--- src/rtl/halt_trace_monitor_if.sv ---
// Bus bundle for the halt/trace monitor: run control,
// retire stream, trace readback and status.
interface halt_trace_monitor_if #(
    parameter int DBITS = 32,
    parameter int DEPTH = 16
);
    localparam int AW = $clog2(DEPTH);

    logic             start;
    logic             valid_in;
    logic [DBITS-1:0] inst_word_in;
    logic [DBITS-1:0] pc_in;
    logic [AW-1:0]    rd_idx;
    logic [DBITS-1:0] rd_data;
    logic [AW:0]      trace_count;
    logic [31:0]      cycle_count;
    logic [31:0]      instr_count;
    logic [DBITS-1:0] halt_pc;
    logic             busy;
    logic             done;
    logic             timed_out;

    modport master (
        output start, valid_in, inst_word_in, pc_in, rd_idx,
        input  rd_data, trace_count, cycle_count, instr_count,
        input  halt_pc, busy, done, timed_out
    );

    modport slave (
        input  start, valid_in, inst_word_in, pc_in, rd_idx,
        output rd_data, trace_count, cycle_count, instr_count,
        output halt_pc, busy, done, timed_out
    );
endinterface

--- src/rtl/halt_trace_monitor.sv ---
// Run monitor: traces retired PCs into a circular buffer,
// counts cycles/instructions and stops on halt or timeout.
module halt_trace_monitor #(
    parameter int               DBITS     = 32,
    parameter int               DEPTH     = 16,
    parameter logic [DBITS-1:0] HALT_WORD = 'h0000DEAD,
    parameter int               SETTLE    = 2,
    parameter int               TIMEOUT   = 1024
) (
    input logic                 clk,
    input logic                 reset,
    halt_trace_monitor_if.slave bus
);
    localparam int AW = $clog2(DEPTH);
    localparam int CW = AW + 1;

    typedef enum logic [2:0] {
        S_IDLE, S_RUN, S_SETTLE, S_DONE, S_TOUT
    } state_t;

    state_t           state_q, state_d;
    logic [31:0]      cyc_q, cyc_d;
    logic [31:0]      ins_q, ins_d;
    logic [CW-1:0]    cnt_q, cnt_d;
    logic [AW-1:0]    wp_q, wp_d;
    logic [DBITS-1:0] hpc_q, hpc_d;
    logic [31:0]      set_q, set_d;
    logic [DBITS-1:0] rd_q, rd_d;
    logic             busy_q, busy_d;
    logic             done_q, done_d;
    logic             tout_q, tout_d;
    logic             we;
    logic             is_halt;
    logic [AW-1:0]    oldest;
    logic [AW-1:0]    ridx;

    logic [DBITS-1:0] mem_q [DEPTH];

    function automatic logic [31:0] sat_inc(input logic [31:0] v);
        return (v == '1) ? v : v + 32'd1;
    endfunction

    assign is_halt = bus.valid_in && (bus.inst_word_in == HALT_WORD);

    always_comb begin
        state_d = state_q;
        cyc_d   = cyc_q;
        ins_d   = ins_q;
        cnt_d   = cnt_q;
        wp_d    = wp_q;
        hpc_d   = hpc_q;
        set_d   = set_q;
        we      = 1'b0;
        unique case (state_q)
            S_IDLE, S_DONE, S_TOUT: begin
                if (bus.start) begin
                    cyc_d   = '0;
                    ins_d   = '0;
                    cnt_d   = '0;
                    wp_d    = '0;
                    hpc_d   = '0;
                    set_d   = '0;
                    state_d = S_RUN;
                end
            end
            S_RUN: begin
                cyc_d = sat_inc(cyc_q);
                if (bus.valid_in) begin
                    we    = 1'b1;
                    ins_d = sat_inc(ins_q);
                    wp_d  = wp_q + 1'b1;
                    if (cnt_q != CW'(DEPTH))
                        cnt_d = cnt_q + 1'b1;
                end
                // A halt on the timeout edge wins over the timeout.
                if (is_halt) begin
                    hpc_d   = bus.pc_in;
                    set_d   = '0;
                    state_d = (SETTLE == 0) ? S_DONE : S_SETTLE;
                end else if (TIMEOUT != 0 && cyc_d == 32'(TIMEOUT)) begin
                    state_d = S_TOUT;
                end
            end
            S_SETTLE: begin
                cyc_d = sat_inc(cyc_q);
                if (set_q == 32'(SETTLE - 1))
                    state_d = S_DONE;
                else
                    set_d = set_q + 32'd1;
            end
            default: state_d = S_IDLE;
        endcase
    end

    // Once the buffer is full the write pointer sits on the oldest entry.
    assign oldest = (cnt_q == CW'(DEPTH)) ? wp_q : '0;
    assign ridx   = oldest + bus.rd_idx;

    always_comb begin
        rd_d   = '0;
        if ({1'b0, bus.rd_idx} < cnt_q)
            rd_d = mem_q[ridx];
        busy_d = (state_d == S_RUN) || (state_d == S_SETTLE);
        done_d = (state_d == S_DONE);
        tout_d = (state_d == S_TOUT);
    end

    always_ff @(posedge clk or posedge reset) begin
        if (reset) begin
            state_q <= S_IDLE;
            cyc_q   <= '0;
            ins_q   <= '0;
            cnt_q   <= '0;
            wp_q    <= '0;
            hpc_q   <= '0;
            set_q   <= '0;
            rd_q    <= '0;
            busy_q  <= 1'b0;
            done_q  <= 1'b0;
            tout_q  <= 1'b0;
        end else begin
            state_q <= state_d;
            cyc_q   <= cyc_d;
            ins_q   <= ins_d;
            cnt_q   <= cnt_d;
            wp_q    <= wp_d;
            hpc_q   <= hpc_d;
            set_q   <= set_d;
            rd_q    <= rd_d;
            busy_q  <= busy_d;
            done_q  <= done_d;
            tout_q  <= tout_d;
        end
    end

    always_ff @(posedge clk) begin
        if (we)
            mem_q[wp_q] <= bus.pc_in;
    end

    assign bus.rd_data     = rd_q;
    assign bus.trace_count = cnt_q;
    assign bus.cycle_count = cyc_q;
    assign bus.instr_count = ins_q;
    assign bus.halt_pc     = hpc_q;
    assign bus.busy        = busy_q;
    assign bus.done        = done_q;
    assign bus.timed_out   = tout_q;
endmodule

--- src/flat_wrapper.sv ---
// flat-port wrapper written by rule: the top's interface ports become plain ports
module halt_trace_monitor_flat 
#(
    parameter int               DBITS     = 32,
    parameter int               DEPTH     = 16,
    parameter logic [DBITS-1:0] HALT_WORD = 'h0000DEAD,
    parameter int               SETTLE    = 2,
    parameter int               TIMEOUT   = 1024
)
  (clk, reset, bus_start, bus_valid_in, bus_inst_word_in, bus_pc_in, bus_rd_idx, bus_rd_data, bus_trace_count, bus_cycle_count, bus_instr_count, bus_halt_pc, bus_busy, bus_done, bus_timed_out);
  halt_trace_monitor_if #(.DBITS(DBITS), .DEPTH(DEPTH)) bus_i ();
  input logic clk;
  input logic reset;
  input wire logic [$bits(bus_i.start)-1:0] bus_start;
  input wire logic [$bits(bus_i.valid_in)-1:0] bus_valid_in;
  input wire logic [$bits(bus_i.inst_word_in)-1:0] bus_inst_word_in;
  input wire logic [$bits(bus_i.pc_in)-1:0] bus_pc_in;
  input wire logic [$bits(bus_i.rd_idx)-1:0] bus_rd_idx;
  output wire logic [$bits(bus_i.rd_data)-1:0] bus_rd_data;
  output wire logic [$bits(bus_i.trace_count)-1:0] bus_trace_count;
  output wire logic [$bits(bus_i.cycle_count)-1:0] bus_cycle_count;
  output wire logic [$bits(bus_i.instr_count)-1:0] bus_instr_count;
  output wire logic [$bits(bus_i.halt_pc)-1:0] bus_halt_pc;
  output wire logic [$bits(bus_i.busy)-1:0] bus_busy;
  output wire logic [$bits(bus_i.done)-1:0] bus_done;
  output wire logic [$bits(bus_i.timed_out)-1:0] bus_timed_out;
  assign bus_i.start = bus_start;
  assign bus_i.valid_in = bus_valid_in;
  assign bus_i.inst_word_in = bus_inst_word_in;
  assign bus_i.pc_in = bus_pc_in;
  assign bus_i.rd_idx = bus_rd_idx;
  assign bus_rd_data = bus_i.rd_data;
  assign bus_trace_count = bus_i.trace_count;
  assign bus_cycle_count = bus_i.cycle_count;
  assign bus_instr_count = bus_i.instr_count;
  assign bus_halt_pc = bus_i.halt_pc;
  assign bus_busy = bus_i.busy;
  assign bus_done = bus_i.done;
  assign bus_timed_out = bus_i.timed_out;
  halt_trace_monitor #(.DBITS(DBITS), .DEPTH(DEPTH), .HALT_WORD(HALT_WORD), .SETTLE(SETTLE), .TIMEOUT(TIMEOUT)) u_core (.clk(clk), .reset(reset), .bus(bus_i));
endmodule
--- config.mk ---
export PLATFORM = sky130hd
export DESIGN_NAME = halt_trace_monitor_flat
export DESIGN_NICKNAME = d
export VERILOG_FILES = /design/src/rtl/halt_trace_monitor_if.sv /design/src/rtl/halt_trace_monitor.sv /design/src/flat_wrapper.sv
export SDC_FILE = /design/constraint.sdc
export NUM_CORES = 1
export LEC_CHECK = 0
export CORE_MARGIN = 3
export CORE_UTILIZATION = 59
export CTS_CLUSTER_DIAMETER = 40
export DETAILED_ROUTE_END_ITERATION = 10
export PLACE_DENSITY = 0.9
export SLEW_MARGIN = 10
export SYNTH_ARGS = -nofsm -noshare
export SYNTH_HDL_FRONTEND = slang
export SYNTH_SLANG_ARGS = --single-unit
--- constraint.sdc ---
create_clock -name clk -period 7.5 [get_ports clk]
set_clock_uncertainty 0.15 [all_clocks]
set_input_delay 1.125 -clock clk [delete_from_list [all_inputs] [get_ports clk]]
set_output_delay 1.125 -clock clk [all_outputs]
set_load 0.02 [all_outputs]
# After elaboration in Yosys (flattened, before gate mapping)
# Memory sizes are Yosys's and may differ from the RTL's.
# Cells that the tools add are included.
dict set report word_totals {
  register_bits 175
  ramBits 512
  input_bits 72
  out_inout_bits 136
  word_cells 83
  n_memories 1
}
# name depth width rd rd_ports_with_merged_regs write_ports line
set mem_list {}
lappend mem_list {u_core.mem_q 16 32 1 0 1 halt_trace_monitor.sv:37} ;# logic [DBITS-1:0] mem_q [DEPTH];
dict set report classes {
  add_sub_neg 6
  order_cmp 1
  n_eq_ne 21
  mux 29
  n_reduce_logical 14
}
# op n
set op_table {}
lappend op_table {{$mux 32} 8}
lappend op_table {{$pmux 32 s2} 3}
lappend op_table {{$add 32x1->32 const B} 3}
lappend op_table {{$pmux 32 s3} 1}
lappend op_table {{$eq 32x32->1 const B} 2}
lappend op_table {{$eq 32x1->1 const B} 1}
lappend op_table {{$eq 32x11->1 const B} 1}
lappend op_table {{$eq 32x16->1 const B} 1}
lappend op_table {{$mux 5} 3}
lappend op_table {{$eq 3x2->1 const B} 4}
lappend op_table {{$mux 3} 4}
lappend op_table {{$mux 4} 3}
lappend op_table {{$reduce_and 4->1} 3}
lappend op_table {{$pmux 5 s2} 1}
lappend op_table {{$pmux 3 s3} 1}
lappend op_table {{$ne 2x2->1 const B} 4}
lappend op_table {{$pmux 4 s2} 1}
lappend op_table {{$eq 3x1->1 const B} 2}
lappend op_table {{$eq 3x3->1 const B} 2}
lappend op_table {{$reduce_and 3->1} 2}
lappend op_table {{$add 5x1->5 const B} 1}
lappend op_table {{$eq 5x5->1 const B} 1}
lappend op_table {{$lt 4x5->1} 1}
lappend op_table {{$ne 5x5->1 const B} 1}
lappend op_table {{other kinds (12)} 17}

# Longest topological paths before layout
dict set report logic_depth {
  word_depth 8
  mapped_depth 13
  mapped_depth_nobuf 11
}

# Worst setup path before layout
# Ideal clock, no wire load.
dict set report synth_path {
  path_kind {input -> register}
  start {input bus_valid_in}
  end {memory u_core.mem_q[0][0] (enable)}
  setup_ns 0.502
  t_arrival_ns 4.368
  required_ns 6.848
  path_slack_ns 2.480
  path_stages 2
  n_path_buf 0
  cell_sequence {nand2_1 nor4_1}
}
dict set report synth_via {
  elab_chain_len 4
}
# item line
set synth_rtl {}
lappend synth_rtl {{start, declared} flat_wrapper.sv:15} ;# input wire logic [$bits(bus_i.valid_in)-1:0] bus_valid_in;
lappend synth_rtl {{$mux 1} halt_trace_monitor.sv:68} ;# if (bus.valid_in) begin
lappend synth_rtl {{$mux 1} halt_trace_monitor.sv:54} ;# unique case (state_q)
lappend synth_rtl {{$mux 1} halt_trace_monitor.sv:137} ;# if (we)
lappend synth_rtl {{$mux 1 (implied by the code)} halt_trace_monitor.sv:138} ;# mem_q[wp_q] <= bus.pc_in;
lappend synth_rtl {{end, declared} halt_trace_monitor.sv:37}
# No other way between the ends.

# Final worst setup path
dict set report layout_path {
  start {register u_core.cnt_q[0], in the netlist u_core.bus.trace_count[0]}
  end {register u_core.rd_q[14], in the netlist u_core.bus.rd_data[14]}
}
dict set report layout_via {
  elab_chain_len 5
  elab_cells_between_ends 6
  cone_classes {add/sub: 1; order compare: 1; eq/ne: 1; mux: 2; memory: 1}
}
# item line
set layout_rtl {}
lappend layout_rtl {{start, declared} halt_trace_monitor.sv:24} ;# logic [CW-1:0] cnt_q, cnt_d;
lappend layout_rtl {{start signal, assigned} halt_trace_monitor.sv:125} ;# cnt_q <= cnt_d;
lappend layout_rtl {{$eq 5x5->1} halt_trace_monitor.sv:96} ;# assign oldest = (cnt_q == CW'(DEPTH)) ? wp_q : '0;
lappend layout_rtl {{$mux 4} halt_trace_monitor.sv:96}
lappend layout_rtl {{$add 4x4->4} halt_trace_monitor.sv:97} ;# assign ridx = oldest + bus.rd_idx;
lappend layout_rtl {{$mem_v2 16x32} -}
lappend layout_rtl {{$mux 32 (*)} halt_trace_monitor.sv:101} ;# if ({1'b0, bus.rd_idx} < cnt_q)
lappend layout_rtl {{named net u_core.rd_d[14]} halt_trace_monitor.sv:28} ;# logic [DBITS-1:0] rd_q, rd_d;
lappend layout_rtl {{end signal, assigned} halt_trace_monitor.sv:129} ;# rd_q <= rd_d;
lappend layout_rtl {{end, declared} halt_trace_monitor.sv:28}
# Mark *: on every way through the listed nets, which the timed path passes. The rest lies on a longest branch.
# A chain may end at the register's enable or synchronous reset.

==> results by group <==
Power and ir drop
  • Part of the power in registers: 0.453
  • Sw Pwr: ~3000 uW
  • Net Sw Frac: 0.289
  • Comb pwr share: 0.173
  • P_int: between 7000 and 8000 uW
  • Pwr dens: 309 nW/um^2
  • Lkg Pwr: roughly 0.012 uW
  • VDD IR max: 179 uV
  • Clock network fraction of total power: 0.374

Clock tree
  • TritonCTS clock tree: done
  • Worst skew pair latency: between 0.6 and 0.7 ns
  • Root Driver: clkbuf_16
  • H-tree Lvls: 3
  • Hold Buf Count CTS: 0
  • Reg clk slew, reported paths: roughly 0.060 ns
  • # Post-CTS Setup Buffers: 0
  • Clock Sinks: slightly below 700
  • Post-cts gate resize count: 0
  • Clk buf depth: 3
  • Total CTS buffers: 79

Worst hold path
  • Hold Path Class: reg -> reg
  • Worst min-delay path startpoint: u_core.bus.halt_pc[22]

Global routing
  • Largest net degree at the start of global routing: 69
  • First-pass GRT wire length: 119000 um
  • Grt total ovfl: 0
  • Gr usage total: 0.319
  • Number of global-route vias before repair: around 19k
  • Initial antenna violation count: 3

Detailed routing
  • Remaining DRCs: 0
  • Remaining antenna violation count: 0
  • First-pass DRT Iterations: 7
  • Vias: 18.6k
  • Final wirelength: between 70000 and 80000 um
  • Initial DRC Count: around 2.5k
  • Wire per inst: ~30 um
  • Post-DR vias/cell: just under 7

Run status
  • Status: finished, final reports clean

Finish
  • Fillers: roughly 2.6k
  • Layout cells sized above 1: 0.159
  • Util after Layout: 0.721
  • Area delta synth->final: 19.3%
  • Non-Filler Instances: about 2.7k
  • Layout Nets: around 2.1k
  • Commonest non-fill, non-tap cell in the layout: edfxtp_1
  • Most frequent cells in the layout: edfxtp_1 (512), clkdlybuf4s50_1 (207), dfrtp_1 (175), nand2_1 (138), mux4_2 (128)

STA
  • Setup violations, final: 0
  • Setup TNS: 0 ns
  • Endpoints failing hold: 0
  • Period minus WS final: 4.92 ns
  • Fmax: 0.203 GHz
  • RSZ-0062 raised after global routing: false
  • Slew margin rel.: 0.117
  • Final Worst Setup Slack: approximately 2.6 ns
  • Least-Margin Pin Slew: 1.33 ns
  • Count of final max-slew check failures: 0
  • Period utilization: 0.657

Setup path
  • Critical path type: reg -> reg
  • Type of origin of the critical path: register
  • Cells along the critical path: inv_1 > ha_1 > and4_1 > and2_1 > ha_4 > inv_1 > fa_4 > buf_4 > mux4_2 > nor2b_1 > a211oi_1 > a211oi_1
  • CP Max Fanout: between 50 and 60
  • Crit path DAT: about 5.2 ns
  • RR Startpoint: u_core.bus.trace_count[0]
  • Req. time, crit path: a little under 8 ns
  • Crit. End Element: register
  • Buf+Inv Stages, Crit Path: 3
  • Critical Path Max Stage Delay: around 1.4 ns
  • CP top delay family: adder cells
  • Critical path's slowest cell: fa_4
  • Critical path origin: u_core.bus.trace_count[0]

Floorplan
  • Die height: 226 um
  • Boundary Pins: roughly 210
  • Std cell rows: 79
  • Die area: 51000 um^2
  • Core Area: 47100 um^2
  • Die Wd: around 230 um
  • Initial core utilization: 0.604

Logic synthesis
  • Mapped cell area: ~28000 um^2
  • FF+latch count, synth: ~690
  • Distinct cell type count after synthesis: 68
  • Syn nets: 1897
  • Asr flop ratio synth: 0.255
  • Ys flop type: edfxtp_1
  • Mapped Cells: about 1.8k
  • Synth warn: 0
  • Post-synth EDFFs: roughly 510
  • Avg Cell Area, Syn: ~16 um^2
  • Sequential-to-total area share from yosys stat: 0.693

Placement
  • Dpl cells: approximately 2.5k
  • PortBufs: 207
  • Dpl ws: 2.34 ns
  • Dpl hpwl: ~40000 um
  • GPL Wtd Cong: between 0.9 and 1

Job
  • Max cap viols: 0
## through the flow
| stage | cell area [um^2] | hold WS [ns] | total power (uW) |
|---|---|---|---|
| floorplan | 28500 | 0.332 | 5730 |
| global placement | 31300 | 0.321 | 6420 |
| detailed placement | 31300 | 0.329 | 6520 |
| CTS | 34000 | 0.350 | 10500 |
| global route | 34000 | 0.373 | 10800 |
| finish | 34000 | 0.343 | 10500 |
## cell type report
class	instances	area (um^2)	area share
Sequential cell	687	19800	0.581
Multi-Input combinational cell	995	8390	0.247
Timing Repair Buffer	236	2300	0.0677
Clock buffer	91	2080	0.0613
Tap cell	607	759	0.0223
Clock inverter	57	604	0.0178
Inverter	22	87.6	0.00258
Antenna cell	1	2.50	0.0000736
## metal layers
layer	part of all wire	vias to the layer above	track usage
met3	0.094	339	0.0634
met2	0.50	1464	0.523
li1	-	7463	-
met4	0.062	4	0.184
met5	0.00034	-	0
met1	0.34	9319	0.401
## registers in the layout (all words and copies together) (netlist names)
signal and count:
u_core.mem_q 512, u_core.bus.instr_count 32, u_core.bus.done 1, u_core.bus.timed_out 1, u_core.bus.halt_pc 32, u_core.bus.busy 1
u_core.wp_q 4, u_core.bus.trace_count 5, u_core.bus.rd_data 32, u_core.state_q 3, u_core.bus.cycle_count 32, u_core.set_q 32
## cell families after synthesis
logic type,after synthesis,share of synthesized area
xor gates and xnor gates,74,0.0228
adders and majority gates,17,0.00773
muxes,168,0.115
buffers and inverters,126,0.0172
and+or+nand+nor,539,0.0977
AOI/OAI and AO/OA,197,0.0459
DFF,687,0.693
## cells in the mapped netlist, drive strengths merged (2+ instances only)
master / count / area [um^2]
or2: 3 / 18.8
o41ai: 4 / 35.0
nor4b: 2 / 17.5
nor2b: 33 / 206
mux4: 128 / 2880
or4: 3 / 26.3
a31oi: 7 / 43.8
nand2b: 4 / 25.0
and2: 15 / 93.8
buf: 21 / 92.6
xor2: 43 / 377
nor3b: 3 / 22.5
o21bai: 3 / 22.5
nand2: 138 / 518
nor4bb: 3 / 30.0
edfxtp: 512 / 15400
nor2: 108 / 405
and4: 16 / 141
a21o: 6 / 45.0
mux2: 2 / 22.5
xnor2: 31 / 272
or3: 14 / 87.6
nand3: 76 / 405
a32o: 2 / 20.0
a211oi: 67 / 508
o21ai: 59 / 295
clkbuf: 83 / 315
mux2i: 38 / 380
a211o: 2 / 17.5
ha: 16 / 200
dfrtp: 175 / 4380
inv: 22 / 82.6
a311oi: 3 / 32.5
o31ai: 11 / 82.6
nand4: 41 / 272
nor3: 20 / 100
nor4: 22 / 159
a21oi: 23 / 115
and3: 32 / 204
nand3b: 2 / 15.0
## worst reg2reg max path, cell delays in order, from the launching register on
cell and delay (ns):
dfrtp_1 0.45, inv_1 0.10, ha_1 0.14, and4_1 0.30
and2_1 0.24, ha_4 0.16, inv_1 0.06, fa_4 1.44
buf_4 0.62, mux4_2 0.44, nor2b_1 0.16, a211oi_1 0.33
a211oi_1 0.14
## power by group through the flow
stage               Combinational, uW  Sequential [uW]  Clock [uW]
detailed placement               1740             4790           0
global placement                 1660             4760           0
global route                     1900             4770        4110
floorplan                         881             4850           0
finish                           1810             4750        3930
CTS                              1800             4740        3960
## path summary, 6_finish.rpt
| kind | end | slack (ns) | cells past startpoint |
|---|---|---|---|
| worst max-delay path | u_core.bus.rd_data[14] | 2.58 | 12 |
| worst min-delay path | u_core.bus.halt_pc[22] | 0.34 | 2 |
| worst max register to register | u_core.bus.rd_data[14] | 2.58 | 12 |
| worst min register to register | u_core.bus.halt_pc[22] | 0.34 | 2 |
| max in group asynchronous | u_core.bus.instr_count[31] | 5.09 | 3 |
| min in group asynchronous | u_core.bus.halt_pc[22] | 0.77 | 2 |
No activity file was read; power rests on OpenSTA's default activity.
